==> src/rtl/ascon_cmd_sequencer_pkg.sv <==
// Shared constants for the Ascon command sequencer: opcodes, bdi types, INS word layout and FSM states.
package ascon_cmd_sequencer_pkg;

    localparam int unsigned INS_OP_LSB    = 28;
    localparam int unsigned INS_FLAGS_LSB = 24;
    localparam int unsigned INS_LEN_W     = 24;

    localparam logic [3:0] OP_LD_KEY   = 4'h1;
    localparam logic [3:0] OP_LD_NONCE = 4'h2;
    localparam logic [3:0] OP_LD_AD    = 4'h3;
    localparam logic [3:0] OP_LD_PT    = 4'h4;
    localparam logic [3:0] OP_LD_CT    = 4'h5;
    localparam logic [3:0] OP_LD_TAG   = 4'h6;
    localparam logic [3:0] OP_DO_ENC   = 4'h8;
    localparam logic [3:0] OP_DO_DEC   = 4'h9;
    localparam logic [3:0] OP_DO_HASH  = 4'hA;

    localparam logic [3:0] D_NULL  = 4'h0;
    localparam logic [3:0] D_NONCE = 4'h1;
    localparam logic [3:0] D_AD    = 4'h2;
    localparam logic [3:0] D_PTCT  = 4'h3;
    localparam logic [3:0] D_TAG   = 4'h4;

    typedef enum logic [1:0] {S_INS, S_DAT, S_DROP} seq_state_e;

    // ceil(len/4) without a wider intermediate
    function automatic logic [INS_LEN_W-1:0] word_count(input logic [INS_LEN_W-1:0] len);
        return {2'b00, len[INS_LEN_W-1:2]} + {{(INS_LEN_W-1){1'b0}}, |len[1:0]};
    endfunction

    function automatic logic is_load(input logic [3:0] op);
        return (op >= OP_LD_KEY) && (op <= OP_LD_TAG);
    endfunction

    function automatic logic [3:0] bdi_type_of(input logic [3:0] op);
        logic [3:0] t;
        case (op)
            OP_LD_NONCE:         t = D_NONCE;
            OP_LD_AD:            t = D_AD;
            OP_LD_PT, OP_LD_CT:  t = D_PTCT;
            OP_LD_TAG:           t = D_TAG;
            default:             t = D_NULL;
        endcase
        return t;
    endfunction

endpackage

==> src/rtl/ascon_cmd_sequencer_if.sv <==
// Command stream, masked key/bdi ports and mode lines between sequencer (master) and core/feeder (slave).
interface ascon_cmd_sequencer_if #(
    parameter int unsigned NUM_SHARES = 2,
    parameter int unsigned CCW        = 32,
    parameter int unsigned CCSW       = 32
);
    logic [31:0]              cmd_data;
    logic                     cmd_valid;
    logic                     cmd_ready;
    logic [NUM_SHARES*CCSW-1:0] key;
    logic                     key_valid;
    logic                     key_ready;
    logic [NUM_SHARES*CCW-1:0] bdi;
    logic                     bdi_valid;
    logic                     bdi_ready;
    logic [3:0]               bdi_type;
    logic                     bdi_eot;
    logic                     bdi_eoi;
    logic                     decrypt;
    logic                     hash;
    logic                     cmd_err;

    modport master (
        input  cmd_data, cmd_valid, key_ready, bdi_ready,
        output cmd_ready, key, key_valid, bdi, bdi_valid, bdi_type, bdi_eot, bdi_eoi,
               decrypt, hash, cmd_err
    );

    modport slave (
        output cmd_data, cmd_valid, key_ready, bdi_ready,
        input  cmd_ready, key, key_valid, bdi, bdi_valid, bdi_type, bdi_eot, bdi_eoi,
               decrypt, hash, cmd_err
    );
endinterface

==> src/rtl/sca_prng.sv <==
// xorshift32 mask generator; state is the output and advances once per enabled cycle.
module sca_prng #(
    parameter logic [31:0] SEED = 32'h1234_5679
) (
    input  logic        clk,
    input  logic        rst_n,
    input  logic        en,
    output logic [31:0] rnd
);
    logic [31:0] state_q;
    logic [31:0] s1, s2, s3;

    always_comb begin
        s1 = state_q ^ (state_q << 13);
        s2 = s1 ^ (s1 >> 17);
        s3 = s2 ^ (s2 << 5);
    end

    always_ff @(posedge clk or negedge rst_n) begin
        if (!rst_n) begin
            state_q <= SEED;
        end else if (en) begin
            state_q <= s3;
        end
    end

    assign rnd = state_q;
endmodule

==> src/rtl/ascon_cmd_sequencer.sv <==
// Decodes INS/DAT command words and emits Boolean-masked key/bdi words plus mode lines to the core.
module ascon_cmd_sequencer
    import ascon_cmd_sequencer_pkg::*;
#(
    parameter int unsigned NUM_SHARES = 2,
    parameter int unsigned CCW        = 32,
    parameter int unsigned CCSW       = 32,
    parameter logic [31:0] PRNG_SEED  = 32'h1234_5679
) (
    input logic              clk,
    input logic              rst_n,
    ascon_cmd_sequencer_if.master bus
);
    seq_state_e                 state_q;
    logic [INS_LEN_W-1:0]       wcnt_q;
    logic                       eoi_flag_q;
    logic                       sel_key_q;
    logic [3:0]                 type_q;
    logic                       buf_valid_q;
    logic                       eot_q;
    logic                       eoi_q;
    logic [NUM_SHARES*CCW-1:0]  shares_q;
    logic                       decrypt_q;
    logic                       hash_q;
    logic                       err_q;

    logic [3:0]                 op;
    logic [INS_LEN_W-1:0]       ins_wcnt;
    logic                       drain;
    logic                       cmd_ready;
    logic                       accept;
    logic                       prng_en;
    logic [CCW-1:0]             rnd [1:NUM_SHARES-1];
    logic [CCW-1:0]             share0;
    logic [NUM_SHARES*CCW-1:0]  masked;

    assign op       = bus.cmd_data[INS_OP_LSB +: 4];
    assign ins_wcnt = word_count(bus.cmd_data[INS_LEN_W-1:0]);
    assign drain    = buf_valid_q & (sel_key_q ? bus.key_ready : bus.bdi_ready);

    always_comb begin
        cmd_ready = 1'b0;
        case (state_q)
            S_INS:   cmd_ready = ~buf_valid_q;
            S_DAT:   cmd_ready = ~buf_valid_q | drain;
            S_DROP:  cmd_ready = 1'b1;
            default: cmd_ready = 1'b0;
        endcase
        cmd_ready = cmd_ready & rst_n;
    end

    assign accept  = bus.cmd_valid & cmd_ready;
    assign prng_en = accept & (state_q == S_DAT);

    for (genvar g = 1; g < NUM_SHARES; g++) begin : g_prng
        sca_prng #(
            .SEED (PRNG_SEED + 32'(g))
        ) u_prng (
            .clk   (clk),
            .rst_n (rst_n),
            .en    (prng_en),
            .rnd   (rnd[g])
        );
    end

    // Share 0 absorbs every mask so the XOR over all shares recovers the DAT word.
    always_comb begin
        masked = '0;
        share0 = bus.cmd_data[CCW-1:0];
        for (int i = 1; i < NUM_SHARES; i++) begin
            masked[i*CCW +: CCW] = rnd[i];
            share0 = share0 ^ rnd[i];
        end
        masked[CCW-1:0] = share0;
    end

    always_ff @(posedge clk or negedge rst_n) begin
        if (!rst_n) begin
            state_q     <= S_INS;
            wcnt_q      <= '0;
            eoi_flag_q  <= 1'b0;
            sel_key_q   <= 1'b0;
            type_q      <= D_NULL;
            buf_valid_q <= 1'b0;
            eot_q       <= 1'b0;
            eoi_q       <= 1'b0;
            shares_q    <= '0;
            decrypt_q   <= 1'b0;
            hash_q      <= 1'b0;
            err_q       <= 1'b0;
        end else begin
            if (drain) begin
                buf_valid_q <= 1'b0;
            end
            case (state_q)
                S_INS: begin
                    if (accept) begin
                        if (op == OP_DO_ENC) begin
                            decrypt_q <= 1'b0;
                            hash_q    <= 1'b0;
                        end else if (op == OP_DO_DEC) begin
                            decrypt_q <= 1'b1;
                            hash_q    <= 1'b0;
                        end else if (op == OP_DO_HASH) begin
                            decrypt_q <= 1'b0;
                            hash_q    <= 1'b1;
                        end else if (is_load(op)) begin
                            sel_key_q  <= (op == OP_LD_KEY);
                            type_q     <= bdi_type_of(op);
                            eoi_flag_q <= bus.cmd_data[INS_FLAGS_LSB];
                            wcnt_q     <= ins_wcnt;
                            if (ins_wcnt != '0) begin
                                state_q <= S_DAT;
                            end
                        end else begin
                            err_q  <= 1'b1;
                            wcnt_q <= ins_wcnt;
                            if (ins_wcnt != '0) begin
                                state_q <= S_DROP;
                            end
                        end
                    end
                end
                S_DAT: begin
                    if (accept) begin
                        buf_valid_q <= 1'b1;
                        shares_q    <= masked;
                        eot_q       <= (wcnt_q == 1);
                        eoi_q       <= (wcnt_q == 1) & eoi_flag_q;
                        wcnt_q      <= wcnt_q - 1'b1;
                        if (wcnt_q == 1) begin
                            state_q <= S_INS;
                        end
                    end
                end
                S_DROP: begin
                    if (accept) begin
                        wcnt_q <= wcnt_q - 1'b1;
                        if (wcnt_q == 1) begin
                            state_q <= S_INS;
                        end
                    end
                end
                default: state_q <= S_INS;
            endcase
        end
    end

    assign bus.cmd_ready = cmd_ready;
    assign bus.key_valid = buf_valid_q & sel_key_q;
    assign bus.bdi_valid = buf_valid_q & ~sel_key_q;
    assign bus.key       = (buf_valid_q & sel_key_q) ? shares_q : '0;
    assign bus.bdi       = (buf_valid_q & ~sel_key_q) ? shares_q : '0;
    assign bus.bdi_type  = (buf_valid_q & ~sel_key_q) ? type_q : D_NULL;
    assign bus.bdi_eot   = buf_valid_q & eot_q;
    assign bus.bdi_eoi   = buf_valid_q & eoi_q;
    assign bus.decrypt   = decrypt_q;
    assign bus.hash      = hash_q;
    assign bus.cmd_err   = err_q;

endmodule
==> src/flat_wrapper.sv <==
// flat-port wrapper written by rule: the top's interface ports become plain ports
module ascon_cmd_sequencer_flat import ascon_cmd_sequencer_pkg::*;
#(
    parameter int unsigned NUM_SHARES = 2,
    parameter int unsigned CCW        = 32,
    parameter int unsigned CCSW       = 32,
    parameter logic [31:0] PRNG_SEED  = 32'h1234_5679
)
  (clk, rst_n, bus_cmd_data, bus_cmd_valid, bus_key_ready, bus_bdi_ready, bus_cmd_ready, bus_key, bus_key_valid, bus_bdi, bus_bdi_valid, bus_bdi_type, bus_bdi_eot, bus_bdi_eoi, bus_decrypt, bus_hash, bus_cmd_err);
  ascon_cmd_sequencer_if #(.NUM_SHARES(NUM_SHARES), .CCW(CCW), .CCSW(CCSW)) bus_i ();
  input logic clk;
  input logic rst_n;
  input wire logic [$bits(bus_i.cmd_data)-1:0] bus_cmd_data;
  input wire logic [$bits(bus_i.cmd_valid)-1:0] bus_cmd_valid;
  input wire logic [$bits(bus_i.key_ready)-1:0] bus_key_ready;
  input wire logic [$bits(bus_i.bdi_ready)-1:0] bus_bdi_ready;
  output wire logic [$bits(bus_i.cmd_ready)-1:0] bus_cmd_ready;
  output wire logic [$bits(bus_i.key)-1:0] bus_key;
  output wire logic [$bits(bus_i.key_valid)-1:0] bus_key_valid;
  output wire logic [$bits(bus_i.bdi)-1:0] bus_bdi;
  output wire logic [$bits(bus_i.bdi_valid)-1:0] bus_bdi_valid;
  output wire logic [$bits(bus_i.bdi_type)-1:0] bus_bdi_type;
  output wire logic [$bits(bus_i.bdi_eot)-1:0] bus_bdi_eot;
  output wire logic [$bits(bus_i.bdi_eoi)-1:0] bus_bdi_eoi;
  output wire logic [$bits(bus_i.decrypt)-1:0] bus_decrypt;
  output wire logic [$bits(bus_i.hash)-1:0] bus_hash;
  output wire logic [$bits(bus_i.cmd_err)-1:0] bus_cmd_err;
  assign bus_i.cmd_data = bus_cmd_data;
  assign bus_i.cmd_valid = bus_cmd_valid;
  assign bus_i.key_ready = bus_key_ready;
  assign bus_i.bdi_ready = bus_bdi_ready;
  assign bus_cmd_ready = bus_i.cmd_ready;
  assign bus_key = bus_i.key;
  assign bus_key_valid = bus_i.key_valid;
  assign bus_bdi = bus_i.bdi;
  assign bus_bdi_valid = bus_i.bdi_valid;
  assign bus_bdi_type = bus_i.bdi_type;
  assign bus_bdi_eot = bus_i.bdi_eot;
  assign bus_bdi_eoi = bus_i.bdi_eoi;
  assign bus_decrypt = bus_i.decrypt;
  assign bus_hash = bus_i.hash;
  assign bus_cmd_err = bus_i.cmd_err;
  ascon_cmd_sequencer #(.NUM_SHARES(NUM_SHARES), .CCW(CCW), .CCSW(CCSW), .PRNG_SEED(PRNG_SEED)) u_core (.clk(clk), .rst_n(rst_n), .bus(bus_i));
endmodule
==> config.mk <==
export PLATFORM = sky130hd
export DESIGN_NAME = ascon_cmd_sequencer_flat
export DESIGN_NICKNAME = d
export VERILOG_FILES = /design/src/rtl/ascon_cmd_sequencer_pkg.sv /design/src/rtl/ascon_cmd_sequencer_if.sv /design/src/rtl/sca_prng.sv /design/src/rtl/ascon_cmd_sequencer.sv /design/src/flat_wrapper.sv
export SDC_FILE = /design/constraint.sdc
export NUM_CORES = 1
export LEC_CHECK = 0
export BUFFER_PORTS_ARGS = -buffer_cell sky130_fd_sc_hd__clkbuf_2
export CORE_ASPECT_RATIO = 0.6
export CORE_UTILIZATION = 49
export CTS_CLUSTER_SIZE = 28
export DETAILED_ROUTE_END_ITERATION = 6
export PLACE_DENSITY = 0.76
export SETUP_SLACK_MARGIN = 0.1
export SYNTH_ARGS = -nofsm -noshare
export SYNTH_HDL_FRONTEND = slang
export SYNTH_SLANG_ARGS = --single-unit
export TNS_END_PERCENT = 20
==> constraint.sdc <==
create_clock -name clk -period 3.2 [get_ports clk]
set_input_delay 0.64 -clock clk [delete_from_list [all_inputs] [get_ports clk]]
set_output_delay 0.64 -clock clk [all_outputs]
set_load 0.02 [all_outputs]
==> qor.yml <==
outcome: "finished clean"
drv.max_cap_violation_count: 0
synth.area.mux_share: 0.05530
cts.reportedPaths.clkPinSlew_ns: 0.06
synthArstFlopShare: 1.000
dieArea_sq_um: 17300
timing.hold.worst.class: "in2async"
post_synth_main_area_contributors: "dfrtp_1 36%, xnor2_1 9.5%, and2_1 5.6%"
die_x_microns: 169.1
detail_route.first_pass.iterations: 5
total_power_w: 0.008485
fp.coreArea_sq_um: 16310
vias: 7117
worst_slew_margin_rel: 0.3874
ctsLongestPathBuffers: 2
grt_util_all_layers: 0.2782
grt_antenna_before_repair: 0
clk_root_buffer_cell: "clkbuf_16"
grt_start_max_net_pins: 73
ys_ff_latch: 133
synth.net_count: 962
totalWireLength_microns: 23190
synth.top_cell.area_share: 0.3626
share_of_the_core_filled_with_cells: 0.6107
vdd_drop_max_v: 0.0005963
detailedRoute.firstIterationViolations: 562
tritoncts.num_buffers: 17
post_synth_fa_ha_maj_area_fraction: 0.01219
dp_hpwl_microns: 16950
avgSynthCellArea_sq_um: 8.956
num_io_pins: 177
worst-slew-pin-transition_ns: 0.9189
row_count: 36
layout_setup_ws_ns: 0.2399
critPathSlowestCell: "dfrtp_1"
gr-total-overflow: 0
cp-startpoint: "u_core.state_q[0]"
maxSlewViolCount: 0
combinational_family_with_the_most_area_after_synthesis: "simple AND/OR/NAND/NOR gates"
ys_types: 52
yosys.cell_count.top_type: "dfrtp_1"
finalHoldViolations: 0
drive_gt1_frac: 0.2869
layout-area-overhead-vs-synth_pct: 21.25
synthesis.area_sq_um: 8213
grt_pass1_wl_microns: 36230
clock.fmax_mhz: 337.8
min_period_ns: 2.960
cp.required_ns: 2.56
synth_xor_xnor_area_share: 0.1440
worst-setup-path-type: "reg2out"
grt_setup_unrepaired: "yes"
sequence_of_cells_on_the_critical_path: "inv_1 > ha_2 > or2_2 > a221o_1 > and2_1 > clkbuf_2"
post_synthesis_share_of_cell_area_spent_on_and_or_nand_and_nor_gates: 0.2431
fin_worst_skew_ns: 0.01074
vias_in_the_first_global_route: 6400
starting_density: 0.5037
startpoint_type: "register"
detail_route.drc_violations: 0
gp_congestion: 0.9435
post_cts.repair.setup_buffers: 0
placed_cell_area_sq_um: 9326
cts_num_sinks: 133
worst_ep_arrival_time_ns: 2.32
place_ws_ns: -0.07549
critical_path.top_delay_family: "simple AND/OR/NAND/NOR gates"
h-tree-depth: 4
setup_viol_count_final: 0
io_buffer_count: 175
synth_seq_area_share: 0.4074
wl_per_cell_microns: 17.87
synth_compound_gate_area_share: 0.09400
dominantRegCellSynth: "dfrtp_1"
via_per_inst: 5.483
syn_inst: 917
detail-route-antenna-nets: 0
beginning_of_the_worst_register_to_register_path: "u_core.wcnt_q[19]"
ys_top_cells_by_count: "119 x dfrtp_1, 89 x xnor2_1, 76 x clkbuf_1"
cp.buffers_inverters: 2
leakage_nw: 4.935
worstSetupEndpointType: "output port"
die_h_microns: 102.3
tritoncts: "built"
timing.critical_path.fanout_max: 8
nets: 1102
period_share: 0.9250
yosysWarningCount: 0
power-per-cell-area_nw_per_um2: 852.0
synth_area_leader_cell: "dfrtp_1"
clock_insertion_delay_worst_skew_ns: 0.42
n_antenna_cell: 0
number_of_enable_flip_flop_cells_after_synthesis: 0
layout.cell_area.non_filler_sq_um: 9958
max_stage_delay_ns: 0.41
[cell families after synthesis]
kind of cell,after synthesis
AND/OR/NAND/NOR,374
XOR/XNOR,135
AO/OA/AOI/OAI,133
flip-flops,133
buffers and inverters,92
multiplexers,41
adder cells (fa/ha/maj),8
other,1
[worst reg2reg max path: stages (launching register included)]
cell and delay (ns):
dfrtp_1 0.41, or4_4 0.58, or4_4 0.45, or3_1 0.35
or4_4 0.48, a211o_1 0.34, mux2i_1 0.13, a21o_1 0.10
[worst paths after layout]
path	depth (start not counted)	end	slack, ns
min in group clk	1	u_core.bus.cmd_err	0.47
worst max-delay path	6	bus_cmd_ready	0.24
worst min-delay path	1	u_core.shares_q[2]	0.07
worst max register to register	7	u_core.state_q[1]	0.29
max in group asynchronous	2	u_core.wcnt_q[18]	1.92
worst min register to register	1	u_core.bus.cmd_err	0.47
[metal layers]
| layer | wire [microns] | share of wire | vias up | global-route usage |
|---|---|---|---|---|
| li1 | - | - | 3404 | - |
| met1 | 11590 | 0.50 | 3339 | 0.4285 |
| met2 | 9168 | 0.40 | 344 | 0.3814 |
| met3 | 2019 | 0.087 | 30 | 0.07088 |
| met4 | 413 | 0.018 | 0 | 0.07415 |
| met5 | 0 | 0 | - | 0 |
[final cells by class]
cell class	instances	area (sq um)
clock buffer	17	425.4
multi-input combinational	692	4549
inverter	9	33.78
clock inverter	15	203.9
tap	228	285.3
sequential	133	3348
fill	1373	6347
timing repair buffer	204	1112
[flip-flops by register name, indices dropped and copies added, names as in the netlist, 2 cells and up]
signal,flops
u_core.wcnt_q,24
u_core.g_prng.u_prng.rnd,32
u_core.shares_q,64
u_core.state_q,2
u_core.type_q,3
[metrics by stage]
step                std cells  hold slack [ns]  TNS (ns)
floorplan                 917           0.3444         0
global placement         1266           0.4593   -0.1349
detailed placement       1266           0.4664   -0.1475
CTS                      1298          0.07430         0
global route             1298          0.08641         0
finish                   1298          0.07038         0
[cells in the final DEF, fill, tap and decap left out, types with 5 or more instances in the layout]
master     synthesis  layout
mux2_2            35      35
clkbuf_2           0     174
nor3_1            15      15
a21oi_1           21      21
xnor2_1           89      89
nand2_1           70      70
o21ai_0           70      70
xor2_1            46      46
and2_1            74      74
clkbuf_16          0      17
dfstp_2           14      14
clkinv_4           0       5
o22ai_1           17      17
inv_1              9       9
mux2i_1            6       6
nor2_1            68      66
ha_1               8       7
or2_2              6       6
nand4_1           11      11
dfrtp_1          119     117
nor4_1            10       9
nand3_1           22      21
buf_4              2      28
and3_1            70      70
[report_power, final]
part           switching, W  internal (W)  total [W]
logic               0.00165       0.00143    0.00307
registers          0.000923       0.00239    0.00331
clock network      0.000787       0.00131    0.00210
[repair_timing]
action | in CTS | in global routing
hold buffers | 0 | 0
gates resized for setup | 0 | 1
endpoints found under the hold margin | 0 | 0
endpoints found under the setup margin | 0 | 2
No activity file was read; power rests on OpenSTA's default activity.
